--- src/rtl/fp32_adder.sv ---
// fp32_adder: tagged-format FP32 adder with round-to-nearest-even and a registered result.
// FP32_ADDER_INPUT_REG_EN adds an operand register stage, making the latency 2 cycles.
module fp32_adder (
  input  logic        clk,
  input  logic        rst_n,
  input  logic        in_valid,
  input  logic [33:0] X,
  input  logic [33:0] Y,
  output logic [33:0] R,
  output logic        out_valid
);
  logic [33:0] w_x, w_y, w_norm, w_res, r_r;
  logic [31:0] w_a, w_b;
  logic [1:0]  w_xe, w_ye;
  logic        w_v, r_v, w_swap, w_up;
  logic [7:0]  w_d;
  logic [26:0] w_asig, w_bsig, w_bsh, w_m;
  logic [27:0] w_sum;
  logic [4:0]  w_lz;
  logic [24:0] w_rnd;
  logic signed [9:0] w_e, w_ef;
`ifdef FP32_ADDER_INPUT_REG_EN
  logic [33:0] r_x, r_y;
  logic        r_iv;
  always_ff @(posedge clk or negedge rst_n) begin
    if (!rst_n) begin
      r_x  <= 34'd0;
      r_y  <= 34'd0;
      r_iv <= 1'b0;
    end else begin
      r_x  <= X;
      r_y  <= Y;
      r_iv <= in_valid;
    end
  end
  assign w_x = r_x;
  assign w_y = r_y;
  assign w_v = r_iv;
`else
  assign w_x = X;
  assign w_y = Y;
  assign w_v = in_valid;
`endif
  assign w_xe   = w_x[33:32];
  assign w_ye   = w_y[33:32];
  assign w_swap = w_y[30:0] > w_x[30:0];
  assign w_a    = w_swap ? w_y[31:0] : w_x[31:0];
  assign w_b    = w_swap ? w_x[31:0] : w_y[31:0];
  assign w_d    = w_a[30:23] - w_b[30:23];
  assign w_asig = {1'b1, w_a[22:0], 3'b000};
  assign w_bsig = {1'b1, w_b[22:0], 3'b000};
  // Bits shifted past the round position fold into the sticky bit.
  assign w_bsh  = (w_d >= 8'd26) ? 27'd1 :
                  (w_bsig >> w_d) | {26'd0, |(w_bsig & ~(27'h7ffffff << w_d))};
  assign w_sum  = (w_a[31] == w_b[31]) ? {1'b0, w_asig} + {1'b0, w_bsh}
                                       : {1'b0, w_asig} - {1'b0, w_bsh};
  always_comb begin
    w_lz = 5'd0;
    for (int i = 0; i < 27; i++) if (w_sum[i]) w_lz = 5'(26 - i);
  end
  assign w_m   = w_sum[27] ? {w_sum[27:2], w_sum[1] | w_sum[0]} : w_sum[26:0] << w_lz;
  assign w_e   = w_sum[27] ? $signed({2'b00, w_a[30:23]}) + 10'sd1
                           : $signed({2'b00, w_a[30:23]}) - $signed({5'd0, w_lz});
  assign w_up  = w_m[2] & (w_m[1] | w_m[0] | w_m[3]);
  assign w_rnd = {1'b0, w_m[26:3]} + {24'd0, w_up};
  assign w_ef  = w_e + $signed({9'd0, w_rnd[24]});
  assign w_norm = (w_sum == 28'd0) ? 34'd0 :
                  (w_ef > 10'sd255) ? {2'b10, w_a[31], 31'd0} :
                  (w_ef < 10'sd0)   ? {2'b00, w_a[31], 31'd0} :
                  {2'b01, w_a[31], w_ef[7:0], w_rnd[24] ? w_rnd[23:1] : w_rnd[22:0]};
  assign w_res = (w_xe == 2'b11 || w_ye == 2'b11 ||
                  (w_xe == 2'b10 && w_ye == 2'b10 && w_x[31] != w_y[31])) ? 34'h300000000 :
                 (w_xe == 2'b10) ? {2'b10, w_x[31], 31'd0} :
                 (w_ye == 2'b10) ? {2'b10, w_y[31], 31'd0} :
                 (w_xe == 2'b00 && w_ye == 2'b00) ? {2'b00, w_x[31] & w_y[31], 31'd0} :
                 (w_xe == 2'b00) ? w_y :
                 (w_ye == 2'b00) ? w_x : w_norm;
  always_ff @(posedge clk or negedge rst_n) begin
    if (!rst_n) begin
      r_r <= 34'd0;
      r_v <= 1'b0;
    end else begin
      r_r <= w_res;
      r_v <= w_v;
    end
  end
  assign R         = r_r;
  assign out_valid = r_v;
endmodule

--- config.mk ---
export PLATFORM = sky130hd
export DESIGN_NAME = fp32_adder
export DESIGN_NICKNAME = d
export VERILOG_FILES = /design/src/rtl/fp32_adder.sv
export SDC_FILE = /design/constraint.sdc
export NUM_CORES = 1
export LEC_CHECK = 0
export ABC_AREA = 1
export CAP_MARGIN = 20
export CORE_AREA = 2 2 184 186
export DETAILED_ROUTE_END_ITERATION = 10
export DIE_AREA = 0 0 186 188
export SLEW_MARGIN = 40
export SYNTH_ARGS = -nofsm -noshare
export SYNTH_HDL_FRONTEND = slang
export SYNTH_SLANG_ARGS = --single-unit
--- constraint.sdc ---
create_clock -name clk -period 0.8 [get_ports clk]
set_clock_uncertainty 0.1 [all_clocks]
set_input_delay 0.12 -clock clk [delete_from_list [all_inputs] [get_ports clk]]
set_output_delay 0.12 -clock clk [all_outputs]
set_load 0.02 [all_outputs]
==> results.toml <==
[timing]
setup-tns-final_ps = -328900
finalHoldViolations = 0
period_share_pct = 1300
fmax_mhz = 96.1
setup_slack_ps = -9600
fin_crit_ps = 10400
tightest_slew_ps = 733
rsz0062_at_grt = "true"
setup_violations = 69
drv_slew = 0
max_slew_margin_pct = 50.6

[floorplanning]
pin_count = 106
fp.dieH_microns = 188
initial_utilization_pct = 34.5
core.rowCount = 67
dieWidth_microns = 186
core_sq_um = 33100
die_area_sq_um = 35000

[finish]
nets = 3117
drive_above_1_share_pct = 45.4
seqCellArea_sq_um = 876
fillers = 3110
stdcell_count = 3404
multi_input_area_sq_um = 10900
final_area_sq_um = 21100
syn_to_final_growth_pct = 84.6

[route]
drtAntennaViolNets = 0
wl_per_cell_microns = 19.4
drc = 0
via_count = 18100
drt_wl_total_microns = 66100
drtIter0Drc = 1810
via_per_inst = 5.33
first_pass_iters = 6

[cts]
cts_buffers = 5
cts_root_buf = "clkbuf_16"
cts_tree = "built"
clk_pin_slew_ps = 70
clock_path_buffers = 2
h-tree-depth = 2
clock-sinks = 35

[power_and_ir_drop]
leakagePower_nw = 11.0
pwr-share-seq_pct = 4.4
power_density_nw_per_um2 = 2260
pwr-share-comb_pct = 91.3
switchingPower_mw = 24.8
pwr-share-clk_pct = 4.3
p_int_mw = 22.9
ir_drop_uv = 1160
p_sw_share_pct = 52.0
power_mw = 47.7

[status]
status = "complete, but fails checks"
violations = "setup timing"

[critical_path]
crit_fanout = 8
crit_buf_inv = 13
crit_slowest_cell = "ha_4"
critical-path-max-stage-delay_ps = 310
critPathCaptureType = "flop"
start_kind = "input port"
crit_type = "in2reg"
required_ps = 920
critical-path-top-delay-family = "simple AND/OR/NAND/NOR gates"
worstPathArrival_ps = 10530

[yosys]
syn_inst = 2109
synth-xor-area-share_pct = 3.04
synth_top_family_by_area = "simple AND/OR/NAND/NOR gates"
synth_seq_cells = 35
seq_area_frac_synth_pct = 7.66
synth_fp_nets = 2272
avgSynthCellArea_sq_um = 5.42
synth_ff_type = "dfrtp_1"
synth_edf_count = 0
synth-simple-area-share_pct = 47.6
async_flop_share_pct = 100
synth_cell_types = 60
synthAdderAreaFrac_pct = 10.2
muxShareOfSynthArea_pct = 0
synth-compound-area-share_pct = 18.4
syn-cell-area_sq_um = 11400
yosysWarnings = 0

[placed_design]
detailed_place_hpwl_microns = 53600
placedInstanceArea_sq_um = 18300
dp_slack_ps = -10530
portBuffers = 105
post-place-cells = 3259
place_congestion = 1.06

[global_route]
grt_pass1_wl_microns = 99600
globalRoute.totalOverflow = 0
grt_pass1_vias = 17600
grt_max_degree = 50
antenna_found_initial = 3
groute.usage.overall_pct = 36.9

[hold_path]
min_path_cells = 3
hold_start = "X[9]"
min_to = "R[9]$_DFF_PN0_"
min_path_type = "in2reg"

[run]
drv_cap = 0
[synthesized netlist by cell type (8+ instances only)]
library cell,number,share of area [%]
nand2_1,596,20
ha_1,90,9.9
clkinv_1,8,0.26
a21oi_1,126,5.5
nand3_2,9,0.79
a21o_1,8,0.53
nand3_1,330,14
nand2_2,19,1.0
buf_2,19,0.83
clkbuf_1,46,1.5
o211ai_1,9,0.59
dfrtp_1,35,7.7
a31oi_1,8,0.44
o21ai_1,18,0.79
buf_4,13,0.85
nor2_2,13,0.71
nor3_1,23,1.0
nor2_1,141,4.6
xor2_1,26,2.0
inv_1,246,8.1
nand4_1,47,2.6
inv_2,23,0.76
o21ai_0,131,5.7
o21bai_1,8,0.53
xnor2_1,10,0.77
[logic make-up after synthesis]
group / Yosys count
AND/OR/NAND/NOR: 1214
XOR/XNOR: 38
AO/OA/AOI/OAI: 365
buffers and inverters: 365
flip-flops: 35
adder cells (fa/ha/maj): 92
[worst max path at each step]
| stage | start | to | slack [ps] | cells past startpoint |
|---|---|---|---|---|
| CTS | X[25] | R[24]$_DFF_PN0_ | -9080 | 80 |
| floorplan | X[25] | R[3]$_DFF_PN0_ | -8310 | 85 |
| global route | Y[30] | R[17]$_DFF_PN0_ | -10240 | 84 |
| detailed placement | X[11] | R[4]$_DFF_PN0_ | -10530 | 84 |
| finish | Y[1] | R[3]$_DFF_PN0_ | -9600 | 80 |
| global placement | X[11] | R[4]$_DFF_PN0_ | -10440 | 76 |
[cell usage in the layout (no fill, tap or decap), types with 11 or more instances in the layout]
cell and instances:
dfrtp_1 35, xor2_1 21, o21ai_0 118, buf_6 70
inv_2 53, ha_4 32, nand4_1 47, buf_4 765
a21oi_2 34, nand2_2 81, ha_1 57, nor3_1 18
nand2_4 26, nor2_1 115, nand3_2 65, o21ai_1 25
o21ai_2 11, nand3_1 265, buf_2 29, nor2_4 20
inv_1 208, buf_12 21, a21oi_1 93, nor2_2 24
nand2_1 507
[metrics by stage]
stage,util (%),hold WS [ps]
after floorplan,-,-276
after global placement,55.2,-1.73
after detailed placement,55.2,4.67
after CTS,61.7,79.6
after global routing,63.7,91.6
final,63.7,77.3
[layout make-up]
class                           count  area share [%]
Antenna cell                        1          0.0119
Clock buffer                        5           0.593
Clock inverter                      3           0.113
Inverter                          277            5.18
Multi-Input combinational cell   1710            51.5
Sequential cell                    35            4.15
Tap cell                          448            2.66
Timing Repair Buffer              923            35.7
Timing Repair inverter              2          0.0653
[worst min-delay path: cells and delay by family]
kind	cells	cell delay, ps
buffers and inverters	1	100
AO/OA/AOI/OAI	2	200
[power by group through the flow]
stage | clock (mW) | combinational (mW) | sequential (mW)
detailed placement | 0 | 36.2 | 2.08
floorplan | 0 | 17.8 | 2.33
global placement | 0 | 36.3 | 2.08
global route | 2.12 | 46.6 | 2.11
finish | 2.05 | 43.6 | 2.10
CTS | 2.03 | 40.9 | 2.09
[flip-flops by register name (all words and copies together) (netlist names)]
signal / count
out_valid: 1
R: 34
[what timing repair did]
action	CTS	global route
setup buffers	95	36
hold buffers	1	0
pin swaps	134	124
endpoints found under the setup margin	69	69
gates resized for setup	664	142
endpoints found under the hold margin	35	0
gates cloned	7	0
[routing by layer]
layer  vias to the layer above  track usage, %  part of all wire, %
li1                       8694               -                    -
met1                      8434            50.6                   43
met2                       850            59.8                   45
met3                       156            3.96                  8.0
met4                         4            12.1                  3.9
met5                         -               0                0.035
Note: power is estimated with default switching activity, not from simulation.
